$ cat config.mk
export PLATFORM = sky130hd
export DESIGN_NAME = multicycle_control
export DESIGN_NICKNAME = d
export VERILOG_FILES = /design/src/rtl/multicycle_control.sv
export SDC_FILE = /design/constraint.sdc
export NUM_CORES = 1
export LEC_CHECK = 0
export BUFFER_PORTS_ARGS = -buffer_cell sky130_fd_sc_hd__buf_2
export CAP_MARGIN = 20
export CORE_AREA = 2 2 66 68
export CTS_CLUSTER_SIZE = 16
export DETAILED_ROUTE_END_ITERATION = 8
export DIE_AREA = 0 0 68 70
export SETUP_SLACK_MARGIN = 0.15
export SLEW_MARGIN = 20
export SYNTH_ARGS = -nofsm -noshare
export SYNTH_HDL_FRONTEND = slang
export SYNTH_SLANG_ARGS = --single-unit
export TNS_END_PERCENT = 20
$ cat constraint.sdc
create_clock -name clk -period 1.8 [get_ports clk]
set_input_delay 0.18 -clock clk [delete_from_list [all_inputs] [get_ports clk]]
set_output_delay 0.18 -clock clk [all_outputs]
set_load 0.1 [all_outputs]
$ cat src/rtl/multicycle_control.sv
// Multi-cycle sequencer for the RV32I core: steps the shared ALU and memory port
// through fetch, decode, execute, memory and writeback for each instruction class.
module multicycle_control #(
  parameter int unsigned MEM_TIMEOUT = 16
) (
  input  logic       clk,
  input  logic       reset_n,
  input  logic [9:0] code,
  input  logic       branch_taken,
  input  logic       mem_ready,
  output logic       ir_load,
  output logic       pc_load,
  output logic [1:0] pc_src,
  output logic       alu_sel_a,
  output logic       alu_sel_b,
  output logic       mem_req,
  output logic       mem_we,
  output logic       mem_addr_sel,
  output logic       reg_write,
  output logic [1:0] wb_sel,
  output logic       instr_done,
  output logic       halted,
  output logic [1:0] trap_cause
);

  localparam int unsigned CNT_W = $clog2(MEM_TIMEOUT + 1);
  localparam logic [CNT_W-1:0] CNT_LAST = CNT_W'(MEM_TIMEOUT - 1);

  localparam int unsigned C_J     = 0;
  localparam int unsigned C_JALR  = 1;
  localparam int unsigned C_LUI   = 2;
  localparam int unsigned C_AUIPC = 3;
  localparam int unsigned C_B     = 4;
  localparam int unsigned C_R     = 5;
  localparam int unsigned C_S     = 6;
  localparam int unsigned C_IALU  = 7;
  localparam int unsigned C_LOAD  = 8;
  localparam int unsigned C_CSR   = 9;

  localparam logic [1:0] CAUSE_ILLEGAL = 2'b01;
  localparam logic [1:0] CAUSE_CSR     = 2'b10;
  localparam logic [1:0] CAUSE_TIMEOUT = 2'b11;

  typedef enum logic [2:0] {
    S_FETCH,
    S_DECODE,
    S_EXECUTE,
    S_MEMORY,
    S_WRITEBACK,
    S_TRAP
  } state_e;

  state_e           state_q, state_d;
  logic [9:0]       code_q, code_d;
  logic             taken_q, taken_d;
  logic [CNT_W-1:0] cnt_q, cnt_d;
  logic [1:0]       cause_q, cause_d;
  logic             timeout_c;

  always_ff @(posedge clk or negedge reset_n) begin
    if (!reset_n) begin
      state_q <= S_FETCH;
      code_q  <= '0;
      taken_q <= 1'b0;
      cnt_q   <= '0;
      cause_q <= 2'b00;
    end else begin
      state_q <= state_d;
      code_q  <= code_d;
      taken_q <= taken_d;
      cnt_q   <= cnt_d;
      cause_q <= cause_d;
    end
  end

  assign trap_cause = cause_q;

  // A request gives up only if the last allowed cycle also sees no mem_ready.
  assign timeout_c = (cnt_q == CNT_LAST) && !mem_ready;

  // Outputs are forced low while reset is asserted so an aborted access cannot leak.
  always_comb begin
    state_d      = state_q;
    code_d       = code_q;
    taken_d      = taken_q;
    cnt_d        = '0;
    cause_d      = cause_q;
    ir_load      = 1'b0;
    pc_load      = 1'b0;
    pc_src       = 2'b00;
    alu_sel_a    = 1'b0;
    alu_sel_b    = 1'b0;
    mem_req      = 1'b0;
    mem_we       = 1'b0;
    mem_addr_sel = 1'b0;
    reg_write    = 1'b0;
    wb_sel       = 2'b00;
    instr_done   = 1'b0;
    halted       = 1'b0;
    if (reset_n) begin
      case (state_q)
        S_FETCH: begin
          mem_req = 1'b1;
          if (mem_ready) begin
            ir_load = 1'b1;
            state_d = S_DECODE;
          end else if (timeout_c) begin
            cause_d = CAUSE_TIMEOUT;
            state_d = S_TRAP;
          end else begin
            cnt_d = cnt_q + CNT_W'(1);
          end
        end
        S_DECODE: begin
          code_d = code;
          if (!$onehot(code)) begin
            cause_d = CAUSE_ILLEGAL;
            state_d = S_TRAP;
          end else if (code[C_CSR]) begin
            cause_d = CAUSE_CSR;
            state_d = S_TRAP;
          end else begin
            state_d = S_EXECUTE;
          end
        end
        S_EXECUTE: begin
          alu_sel_a = code_q[C_J] | code_q[C_AUIPC];
          alu_sel_b = ~(code_q[C_B] | code_q[C_R]);
          taken_d   = branch_taken;
          state_d   = (code_q[C_S] | code_q[C_LOAD]) ? S_MEMORY : S_WRITEBACK;
        end
        S_MEMORY: begin
          mem_req      = 1'b1;
          mem_addr_sel = 1'b1;
          mem_we       = code_q[C_S];
          if (mem_ready) begin
            if (code_q[C_S]) begin
              pc_load    = 1'b1;
              instr_done = 1'b1;
              state_d    = S_FETCH;
            end else begin
              state_d = S_WRITEBACK;
            end
          end else if (timeout_c) begin
            cause_d = CAUSE_TIMEOUT;
            state_d = S_TRAP;
          end else begin
            cnt_d = cnt_q + CNT_W'(1);
          end
        end
        S_WRITEBACK: begin
          pc_load    = 1'b1;
          instr_done = 1'b1;
          reg_write  = code_q[C_J] | code_q[C_JALR] | code_q[C_LUI] | code_q[C_AUIPC] |
                       code_q[C_R] | code_q[C_IALU] | code_q[C_LOAD];
          if (code_q[C_J] | code_q[C_JALR]) begin
            wb_sel = 2'b10;
          end else if (code_q[C_LUI]) begin
            wb_sel = 2'b11;
          end else if (code_q[C_LOAD]) begin
            wb_sel = 2'b01;
          end
          if (code_q[C_JALR]) begin
            pc_src = 2'b01;
          end else if (code_q[C_J] | (code_q[C_B] & taken_q)) begin
            pc_src = 2'b10;
          end
          state_d = S_FETCH;
        end
        S_TRAP: begin
          halted = 1'b1;
        end
        default: begin
          state_d = S_FETCH;
        end
      endcase
    end
  end

endmodule

==> Yosys cells after proc, flatten, opt, wreduce, memory -nomap -nowiden <==
Cells that the tools add are included.
Widths: inputs -> output; s select.
{ "totals": {"input_bits": 14, "ff_bits": 20, "word_cells": 94} }
{ "op_classes": {"n_bitwise": 13, "n_addsub": 10, "mux": 47, "n_eq_ne": 10, "reduce_logical": 9} }
{ "op_table": {"columns": ["op", "n"], "rows": [
  ["$mux 2", 12],
  ["$mux 1", 21],
  ["$mux 3", 7],
  ["$mux 5", 4],
  ["$pmux 3 s5", 1],
  ["$add 1x1->2", 5],
  ["$or 1x1->1", 10],
  ["$add 2x2->3", 2],
  ["$eq 3x2->1 const B", 2],
  ["$eq 3x3->1 const B", 2],
  ["$reduce_and 2->1", 3],
  ["$add 5x1->5 const B", 1],
  ["$eq 5x4->1 const B", 1],
  ["$reduce_and 5->1", 1],
  ["$add 3x3->4", 1],
  ["$add 4x2->4", 1],
  ["$eq 4x1->1 const B", 1],
  ["$pmux 2 s2", 1],
  ["$eq 3x1->1 const B", 1],
  ["$logic_not 3->1", 1],
  ["$ne 3x3->1 const B", 1],
  ["$ne 2x1->1 const B", 1],
  ["$ne 2x2->1 const B", 1],
  ["$not 1->1", 2],
  ["other kinds (6)", 6]
]} }

==> Longest topological paths before layout <==
Gate-level depths: netlist (run 1).
{ "depth": {"word_depth": 8, "depth_mapped": 12, "depth_no_buf": 12} }

==> Worst setup path before layout (run 1) <==
OpenSTA, ideal clock, no wires.
{ "synth_timing": {"kind": "flip-flop to output port", "startpoint": "register state_q[1]", "endpoint": "output wb_sel[0]", "path_slack_ns": -2.109, "t_arrival_ns": 3.729, "stages_incl_launch_ff": 5, "path_buffers": 1, "path_cell_list": "dfrtp_1 > buf_4 > nor2_1 > nand3_1 > nor4_1"} }
{ "synth_between": {"elab_chain_len": 3} }
{ "synth_rtl": {"columns": ["item", "line_no", "source"], "rows": [
  ["start, declared", "53", "state_e state_q, state_d;"],
  ["start signal, assigned", "68", "state_q <= state_d;"],
  ["$eq 3x3->1", "101", "case (state_q)"],
  ["$mux 2", "101", null],
  ["$mux 2", "100", "if (reset_n) begin"],
  ["end, declared", "20", "output logic [1:0] wb_sel,"]
]} }
Every way passes these cells.

==> Final worst setup path (run 1) <==
{ "layout_timing": {"startpoint": "input code[0]", "endpoint": "register cause_q[1] (netlist: trap_cause[1])"} }
{ "layout_between": {"elab_chain_len": 7, "elab_cells_between_ends": 9} }
{ "layout_rtl": {"columns": ["item", "line_no", "source"], "rows": [
  ["start, declared", "8", "input logic [9:0] code,"],
  ["$add 1x1->2 (not written as such) (*)", "116", "if (!$onehot(code)) begin"],
  ["$add 2x2->3 (not written as such) (*)", "116", null],
  ["$add 3x3->4 (not written as such) (*)", "116", null],
  ["$add 4x2->4 (not written as such) (*)", "116", null],
  ["$eq 4x1->1 (*)", "116", null],
  ["$ne 3x3->1 (no line) / $mux 2 (equally long branches)", null, null],
  ["$reduce_and 5->1 (no line) / $pmux 2 s2 (equally long branches)", null, null],
  ["end signal, assigned", "72", "cause_q <= cause_d;"],
  ["end, declared", "57", "logic [1:0] cause_q, cause_d;"]
]} }
Every way passes the cells marked *; elsewhere a longest branch is shown, timed or not.
A chain may end at the register's enable or synchronous reset.

==> results of run 1 <==
==> critical path, stage by stage <==
cell	delay [ns]
buf_6	0.10
fa_1	0.49
fa_1	0.51
inv_1	0.05
fa_1	0.44
inv_2	0.08
ha_4	0.12
inv_2	0.03
fa_2	0.36
a2111oi_4	0.29
o2111ai_1	0.24
o2111ai_2	0.14
a22oi_1	0.09
==> worst max path at each step <==
stage,start,slack [ns],cells after the start,endpoint
CTS,code[0],-1.17,13,state_q[1]
finish,code[0],-1.16,13,trap_cause[1]
global route,code[0],-1.32,13,trap_cause[1]
global placement,code[0],-1.41,13,trap_cause[1]
floorplan,code[0],-1.22,12,state_q[1]
detailed placement,code[0],-1.49,13,state_q[0]
==> cell type report <==
type	instances	area (um^2)	share of cell area
clock buffers	3	41.29	0.02026
clock inverters	1	30.03	0.01473
well taps	52	65.06	0.03192
multi-input cells	98	874.6	0.4291
repair buffers	41	466.7	0.2290
inverters	16	60.06	0.02947
flip-flops and latches	20	500.5	0.2455
==> power groups by stage <==
stage	sequential, mW	combinational [mW]	clock, mW
after CTS	0.784	1.57	0.464
final	0.790	1.60	0.460
after global routing	0.816	1.72	0.487
after floorplan	0.899	1.01	0
after detailed placement	0.791	1.54	0
after global placement	0.784	1.51	0
==> flip-flops by register name (all words and copies together), names as in the netlist <==
register and count:
cnt_q 5, code_q 9, taken_q 1, state_q 3, trap_cause 2
==> layout by cell type, fill, tap and decap left out, drive strengths merged, types with 2 or more instances in the layout <==
master,synthesis,final
nand3,3,3
clkbuf,1,3
nor4,3,3
nor3,6,6
and2,2,2
nor2b,5,5
ha,3,3
dfrtp,20,20
nor3b,2,2
and3,2,2
nand2b,5,5
nand2,6,6
mux2,9,9
o21ai,5,5
a21oi,4,4
o2111ai,3,3
fa,6,6
nor2,16,16
a2111oi,2,2
inv,16,16
buf,6,40
==> logic make-up (layout without fill, tap and decap cells) <==
group                    count (synthesis)  after routing  share of synthesized area
multiplexers                             9              9                    0.07384
flip-flops                              20             20                     0.3646
AO/OA/AOI/OAI                           25             25                     0.1504
AND/OR/NAND/NOR                         53             53                     0.2069
XOR/XNOR                                 2              2                    0.01276
adder cells (fa/ha/maj)                  9              9                     0.1149
buffers and inverters                   23             61                    0.07656
==> layer usage <==
layer,global-route usage,up-vias,share of wire
met5,0,-,0
met4,0.04000,0,0.013
met3,0.04348,6,0.061
met2,0.2449,41,0.50
met1,0.2062,572,0.42
li1,-,565,-
==> repair_timing <==
action / CTS / global route
endpoints found under the hold margin: 2 / 0
pin swaps: 3 / 2
hold buffers: 1 / 0
gates resized for setup: 8 / 7
setup endpoints to repair: 17 / 18
==> metrics by stage <==
| stage | setup TNS, ns | utilization | power, mW | hold WS, ns | cells |
|---|---|---|---|---|---|
| 6_report | -5.745 | 0.4918 | 2.848 | 0.02018 | 231 |
| 4_1_cts | -5.887 | 0.4840 | 2.821 | 0.004514 | 231 |
| 2_1_floorplan | -16.23 | - | 1.904 | -0.1156 | 141 |
| 3_3_place_gp | -6.941 | 0.4559 | 2.293 | 0.05083 | 226 |
| 5_1_grt | -6.747 | 0.4918 | 3.025 | 0.04352 | 231 |
| 3_5_place_dp | -7.320 | 0.4559 | 2.329 | 0.05034 | 226 |
==> results.json, run 1 <==
{
  "htreeDepth": 1,
  "drive_gt1_frac": 0.4246,
  "reg2reg_slack_ns": 0.21,
  "async_flop_share": 1.000,
  "reg2regPathDepth": 5,
  "drc_errors": 0,
  "first_iter_violations": 62,
  "n_antenna_cell": 0,
  "port_buffers": 29,
  "postLayoutSetupSlackWorst_ns": -1.164,
  "cts_root_buf": "clkbuf_8",
  "fin_nets": 203,
  "slew_viol_final": 0,
  "yosysSeqAreaShare": 0.3646,
  "yosysWarningCount": 0,
  "avgViaCountPerCell": 5.126,
  "clock_latency_ns": 0.27,
  "cts_tree": "done",
  "clockBufferDepth": 2,
  "firstDrtPassIters": 4,
  "die_x_um": 68,
  "synthDistinctLibCells": 42,
  "clockPowerShare": 0.161,
  "synth_top_area_frac": 0.3646,
  "dp_hpwl_mm": 2.614,
  "crit_fanout": 3,
  "syn_inst": 141,
  "start_util": 0.3312,
  "worstMarginPinSlew_ns": 0.4844,
  "synth_largest_area_cell": "dfrtp_1",
  "crit_type": "in -> reg",
  "clock_skew_ns": 0.01038,
  "p_sw_mw": 1.323,
  "clkTransAtPathRegs_ns": 0.08,
  "min_period_ns": 2.964,
  "violations": "setup timing",
  "dpl_cell_area_mm2": 0.001889,
  "worst_setup_path_start_kind": "input pin",
  "hp-class": "in -> async",
  "syn_area_mm2": 0.001373,
  "wl_mm": 3.304,
  "place.gp.congestion": 0.7753,
  "syn_area_per_cell_um2": 9.735,
  "antenna_found_initial": 0,
  "ir_drop_uv": 702.7,
  "grt_pass1_vias": 1227,
  "critPathRequiredTime_ns": 1.94,
  "hold_viol": 0,
  "num_rows": 24,
  "r2r_end": "trap_cause[1]",
  "grt_max_degree": 15,
  "syn_nets": 164,
  "critical_path_arrival_ns": 3.11,
  "setup_violations": 8,
  "wl_per_cell_um": 14.30,
  "post-place-ws_ns": -1.488,
  "power.internal_mw": 1.525,
  "synthFlopType": "dfrtp_1",
  "detail-route-antenna-nets": 0,
  "finalCritPeriodShare": 1.647,
  "power_leakage_nw": 0.8680,
  "finalInstanceArea_mm2": 0.002038,
  "fp.dieH_um": 70,
  "io_pins": 30,
  "area.growth.synth_to_final_pct": 48.50,
  "synth.area.top_cells": "dfrtp_1 (36%), fa_1 (8.8%), mux2_2 (7.4%)",
  "max_freq_ghz": 0.3374,
  "cap_violations": 0,
  "p_sw_frac": 0.4645,
  "worst_setup_path_end_kind": "flop",
  "gr-total-overflow": 0,
  "numCtsBuffers": 3,
  "grt_pass1_wl_mm": 5.664,
  "dr_total_vias": 1184,
  "synth-edff-count": 0,
  "core-area_mm2": 0.004144,
  "comb_power_share": 0.561,
  "slew_headroom": 0.6793,
  "fill_cells": 367,
  "outcome": "finished, violations left",
  "yosysMostFrequentCell": "dfrtp_1",
  "rsz0062_at_grt": "yes",
  "cts_sinks": 20,
  "grt_usage": 0.1549,
  "post_cts_buffers": 0,
  "synthTopCellsByCount": "dfrtp_1 (20), inv_1 (16), nor2_1 (16), mux2_2 (9)",
  "powerDensity_mw_per_mm2": 1397,
  "design.die.area_mm2": 0.004760,
  "seq_power_share": 0.277,
  "synth-seq-cells": 20,
  "r2r-start": "cnt_q[0]"
}
Power figures use the tool's default switching activity.
==> run 2: changes to the inputs <==
Settings changed: REMOVE_ABC_BUFFERS set to 1.
==> results.json, run 2 (synthesis results as in run 1) <==
{
  "cts_tree": "done",
  "regMostFlops": "code_q",
  "cap_violations": 0,
  "outcome": "finished, violations left",
  "cp_cell_sequence": "buf_6 > fa_1 > fa_1 > inv_1 > fa_1 > inv_1 > ha_2 > inv_2 > fa_2 > a2111oi_4 > o2111ai_2 > o221a_1 > o22ai_2",
  "cpPeakStageDelay_ns": 0.51,
  "largest_register_ffs": 9,
  "dr_total_vias": 1188,
  "clock_latency_ns": 0.26,
  "drive_gt1_frac": 0.4409,
  "avgViaCountPerCell": 4.992,
  "whs_path_depth": 3,
  "hold_viol": 0,
  "finalPower_mw": 2.840,
  "fin_nets": 210,
  "grt_pass1_wl_mm": 6.003,
  "io_pins": 30,
  "grt_max_degree": 14,
  "core-area_mm2": 0.004144,
  "finalCritPeriodShare": 1.678,
  "final_cell_mix": "dfrtp_1 (19), inv_1 (15), buf_4 (15)",
  "clkTransAtPathRegs_ns": 0.07,
  "worstMarginPinSlew_ns": 0.4911,
  "slew_viol_final": 0,
  "crit_type": "in -> reg",
  "detail-route-antenna-nets": 0,
  "hp-start": "code[1]",
  "gr-total-overflow": 0,
  "finalInstanceArea_mm2": 0.002068,
  "critPathRequiredTime_ns": 1.98,
  "cts_sinks": 20,
  "critical_path_arrival_ns": 3.20,
  "port_buffers": 29,
  "design.die.area_mm2": 0.004760,
  "worst_setup_path_start_kind": "input pin",
  "r2r-start": "state_q[1]",
  "slew_headroom": 0.6748,
  "dp_hpwl_mm": 2.550,
  "rsz0062_at_grt": "yes",
  "reg2regPathDepth": 3,
  "powerDensity_mw_per_mm2": 1373,
  "wl_per_cell_um": 14.10,
  "postLayoutSetupSlackWorst_ns": -1.220,
  "htreeDepth": 1,
  "fill_cells": 376,
  "die_x_um": 68,
  "place.gp.congestion": 0.8303,
  "min_to": "code_q[1]",
  "first_iter_violations": 67,
  "drc_errors": 0,
  "r2r_end": "code_q[4]",
  "worst_setup_path_end_kind": "flop",
  "crit_fanout": 3,
  "critPathSlowestCell": "fa_1",
  "dpl_cell_area_mm2": 0.001876,
  "fp.dieH_um": 70,
  "area.growth.synth_to_final_pct": 50.68,
  "min_period_ns": 3.020,
  "num_rows": 24,
  "reg.largest.list": "code_q (9), cnt_q (5), state_q (3)",
  "setup_violations": 5,
  "antenna_found_initial": 0,
  "n_antenna_cell": 0,
  "clock_skew_ns": 0.008577,
  "final_common_cell": "dfrtp_1",
  "cts_root_buf": "clkbuf_8",
  "hp-class": "in -> reg",
  "wl_mm": 3.355,
  "grt_pass1_vias": 1290,
  "crit_top_cell": "fa_1",
  "violations": "setup timing",
  "start_util": 0.3312,
  "firstDrtPassIters": 4,
  "ir_drop_uv": 583.1,
  "reg2reg_slack_ns": 0.24,
  "grt_usage": 0.1615,
  "max_freq_ghz": 0.3311,
  "power_leakage_nw": 0.9052,
  "clockBufferDepth": 2,
  "seqCellArea_um2": 501.7,
  "multi_input_area_um2": 843.3,
  "numCtsBuffers": 3
}
-- run 2: cell type report --
type,count,share of cell area
multi-input cells,98,0.4077
repair buffers,48,0.2547
flip-flops and latches,20,0.2426
well taps,52,0.03146
inverters,16,0.02904
clock buffers,3,0.01996
clock inverters,1,0.01452
-- run 2: metrics by stage --
step / cells / utilization / hold slack, ns / setup WS [ns] / setup TNS (ns)
after floorplan: 134 / - / -0.1156 / -2.063 / -23.51
after global placement: 232 / 0.4526 / 0.2282 / -1.654 / -8.033
after detailed placement: 232 / 0.4526 / 0.2263 / -1.739 / -8.438
after CTS: 238 / 0.4828 / 0.1497 / -1.203 / -5.910
after global routing: 238 / 0.4991 / 0.1632 / -1.371 / -6.777
final: 238 / 0.4991 / 0.1543 / -1.220 / -5.881
-- run 2: worst max path at each step --
stage	startpoint	endpoint	slack, ns	depth (start not counted)
5_1_grt	code[0]	state_q[1]	-1.37	13
4_1_cts	code[0]	state_q[1]	-1.20	13
3_3_place_gp	code[0]	state_q[1]	-1.65	13
2_1_floorplan	state_q[1]	wb_sel[0]	-2.06	3
3_5_place_dp	code[0]	state_q[1]	-1.74	13
6_report	code[0]	state_q[1]	-1.22	13
-- run 2: where the power goes --
part / switching [mW] / internal (mW)
sequential: 0.175 / 0.614
combinational: 0.968 / 0.632
clock: 0.155 / 0.297
-- run 2: what timing repair did --
| item | CTS | global route |
|---|---|---|
| hold buffers | 1 | 0 |
| buffers inserted | 1 | 0 |
| resized for setup | 11 | 17 |
| pin swaps | 7 | 2 |
| endpoints found under the setup margin | 18 | 20 |
| hold endpoints to repair | 20 | 0 |
-- run 2: critical path: cells and delay by family --
| family | cells | cell delay (ns) |
|---|---|---|
| adders and majority gates | 5 | 1.94 |
| AOI/OAI and AO/OA | 4 | 0.83 |
| buffers and inverters | 4 | 0.25 |
-- run 2: routing by layer --
| layer | vias up | wire, um | GRT usage |
|---|---|---|---|
| met5 | - | 0 | 0 |
| met4 | 0 | 15 | 0.03111 |
| met3 | 2 | 182 | 0.03704 |
| met2 | 33 | 1695 | 0.2718 |
| met1 | 572 | 1462 | 0.2100 |
| li1 | 581 | - | - |
==> run 3: changes to the inputs <==
Settings changed: CTS_BUF_LIST set to sky130_fd_sc_hd__clkbuf_8.
Clock period 1.8 ns to 3.05 ns, I/O delays scaled along.
==> results.json, run 3 (synthesis results as in run 1) <==
{
  "design.die.area_mm2": 0.004760,
  "htreeDepth": 1,
  "die_x_um": 68,
  "holdWs_ns": 0.1222,
  "fp.dieH_um": 70,
  "grt_max_degree": 22,
  "detail-route-antenna-nets": 0,
  "ir_drop_uv": 371.0,
  "routed-wl-met2_mm": 1.479,
  "critPathRequiredTime_ns": 3.23,
  "final_cell_mix": "buf_2 (29), dfrtp_1 (20), nor2_1 (16), inv_1 (16), mux2_2 (9)",
  "met1Wirelength_mm": 1.448,
  "fill_cells": 442,
  "grt_pass1_vias": 1140,
  "power_leakage_nw": 0.7572,
  "finalPower_mw": 1.386,
  "stdcell_count": 226,
  "first_iter_violations": 41,
  "num_rows": 24,
  "slew_viol_final": 0,
  "topRoutingLayerUsed": "met4",
  "clock_skew_ns": 0.004497,
  "cap_violations": 0,
  "clockBufferDepth": 2,
  "wl_per_cell_um": 13.87,
  "dp_cells": 221,
  "min_period_ns": 3.125,
  "cts_root_buf": "clkbuf_8",
  "worstMarginPinSlew_ns": 0.4911,
  "rsz0062_at_grt": "yes",
  "drive_gt1_frac": 0.3103,
  "clock_latency_ns": 0.25,
  "drc_errors": 0,
  "cts_sinks": 20,
  "crit_fanout": 3,
  "violations": "setup timing",
  "setup_tns_ns": -0.2344,
  "cts_tree": "done",
  "finalCritPeriodShare": 1.024,
  "place.gp.congestion": 0.7748,
  "postLayoutSetupSlackWorst_ns": -0.07459,
  "worst_setup_path_end_kind": "flop",
  "fin_nets": 199,
  "grt_pass1_wl_mm": 5.340,
  "finalInstanceArea_mm2": 0.001644,
  "clkTransAtPathRegs_ns": 0.08,
  "dp_hpwl_mm": 2.409,
  "avgViaCountPerCell": 5.075,
  "wl_mm": 3.135,
  "reg.largest.list": "code_q (9), cnt_q (5), state_q (3)",
  "critPathSlowestCell": "fa_1",
  "max_freq_ghz": 0.3200,
  "powerDensity_mw_per_mm2": 843.3,
  "worst_setup_path_start_kind": "input pin",
  "hp-class": "in -> async",
  "start_util": 0.3312,
  "postLayoutCoreUtil": 0.3967,
  "cp_cell_sequence": "buf_2 > fa_1 > fa_1 > inv_1 > fa_1 > inv_1 > ha_1 > inv_1 > fa_2 > a2111oi_4 > o2111ai_2 > o221a_1 > o22ai_2",
  "cpPeakStageDelay_ns": 0.51,
  "dr_total_vias": 1147,
  "critical_path_arrival_ns": 3.30,
  "antenna_found_initial": 0,
  "largest_register_ffs": 9,
  "firstDrtPassIters": 4,
  "area.growth.synth_to_final_pct": 19.78,
  "post-place-ws_ns": -0.5910,
  "numCtsBuffers": 3,
  "core-area_mm2": 0.004144,
  "hold_viol": 0,
  "port_buffers": 29,
  "io_pins": 30,
  "crit_type": "in -> reg",
  "final_common_cell": "buf_2",
  "met3WireLength_um": 191,
  "grt_usage": 0.1432,
  "n_antenna_cell": 0,
  "gr-total-overflow": 0,
  "regMostFlops": "code_q",
  "slew_headroom": 0.6749,
  "setup_violations": 5,
  "dpl_cell_area_mm2": 0.001583,
  "outcome": "finished, violations left"
}
-- run 3: per-layer routing --
| metal | up-vias | GRT usage |
|---|---|---|
| li1 | 553 | - |
| met2 | 35 | 0.2265 |
| met5 | - | 0 |
| met4 | 0 | 0.02667 |
| met3 | 2 | 0.03060 |
| met1 | 557 | 0.2019 |
-- run 3: repair_timing --
action                                 CTS  global route
hold buffers                             1             0
pin swaps                                5             0
setup buffers                            1             0
resized for setup                        1             1
setup endpoints to repair                5             5
endpoints found under the hold margin    5             0
-- run 3: report_power, final --
group / internal (mW) / leakage, nW / switching, mW / total, mW
Sequential: 0.361 / 0.244 / 0.120 / 0.480
Combinational: 0.242 / 0.492 / 0.491 / 0.733
Clock: 0.0879 / 0.0216 / 0.0858 / 0.174
-- run 3: area by class of cell --
class / instances / area, um^2 / share of cell area
Tap cell: 52 / 65.06 / 0.03957
Clock buffer: 3 / 41.29 / 0.02511
Multi-Input combinational cell: 98 / 769.5 / 0.4680
Timing Repair Buffer: 37 / 207.7 / 0.1263
Sequential cell: 20 / 500.5 / 0.3044
Inverter: 16 / 60.06 / 0.03653
-- run 3: final timing paths --
kind                                    from          to  slack (ns)  cells after the start
worst max-delay path                 code[0]  state_q[1]       -0.07                     13
max in group asynchronous            reset_n     taken_q        2.29                      2
worst min register to register      cnt_q[0]    cnt_q[0]        0.47                      1
min in group clk                branch_taken     taken_q        0.29                      2
worst max register to register    state_q[2]   code_q[8]        1.46                      2
worst min-delay path                 reset_n   code_q[0]        0.12                      2
-- run 3: critical path, delay by kind of cell --
kind	cells	cell delay, ns
AOI/OAI and AO/OA	4	0.79
adders and majority gates	5	1.93
buffers and inverters	4	0.28
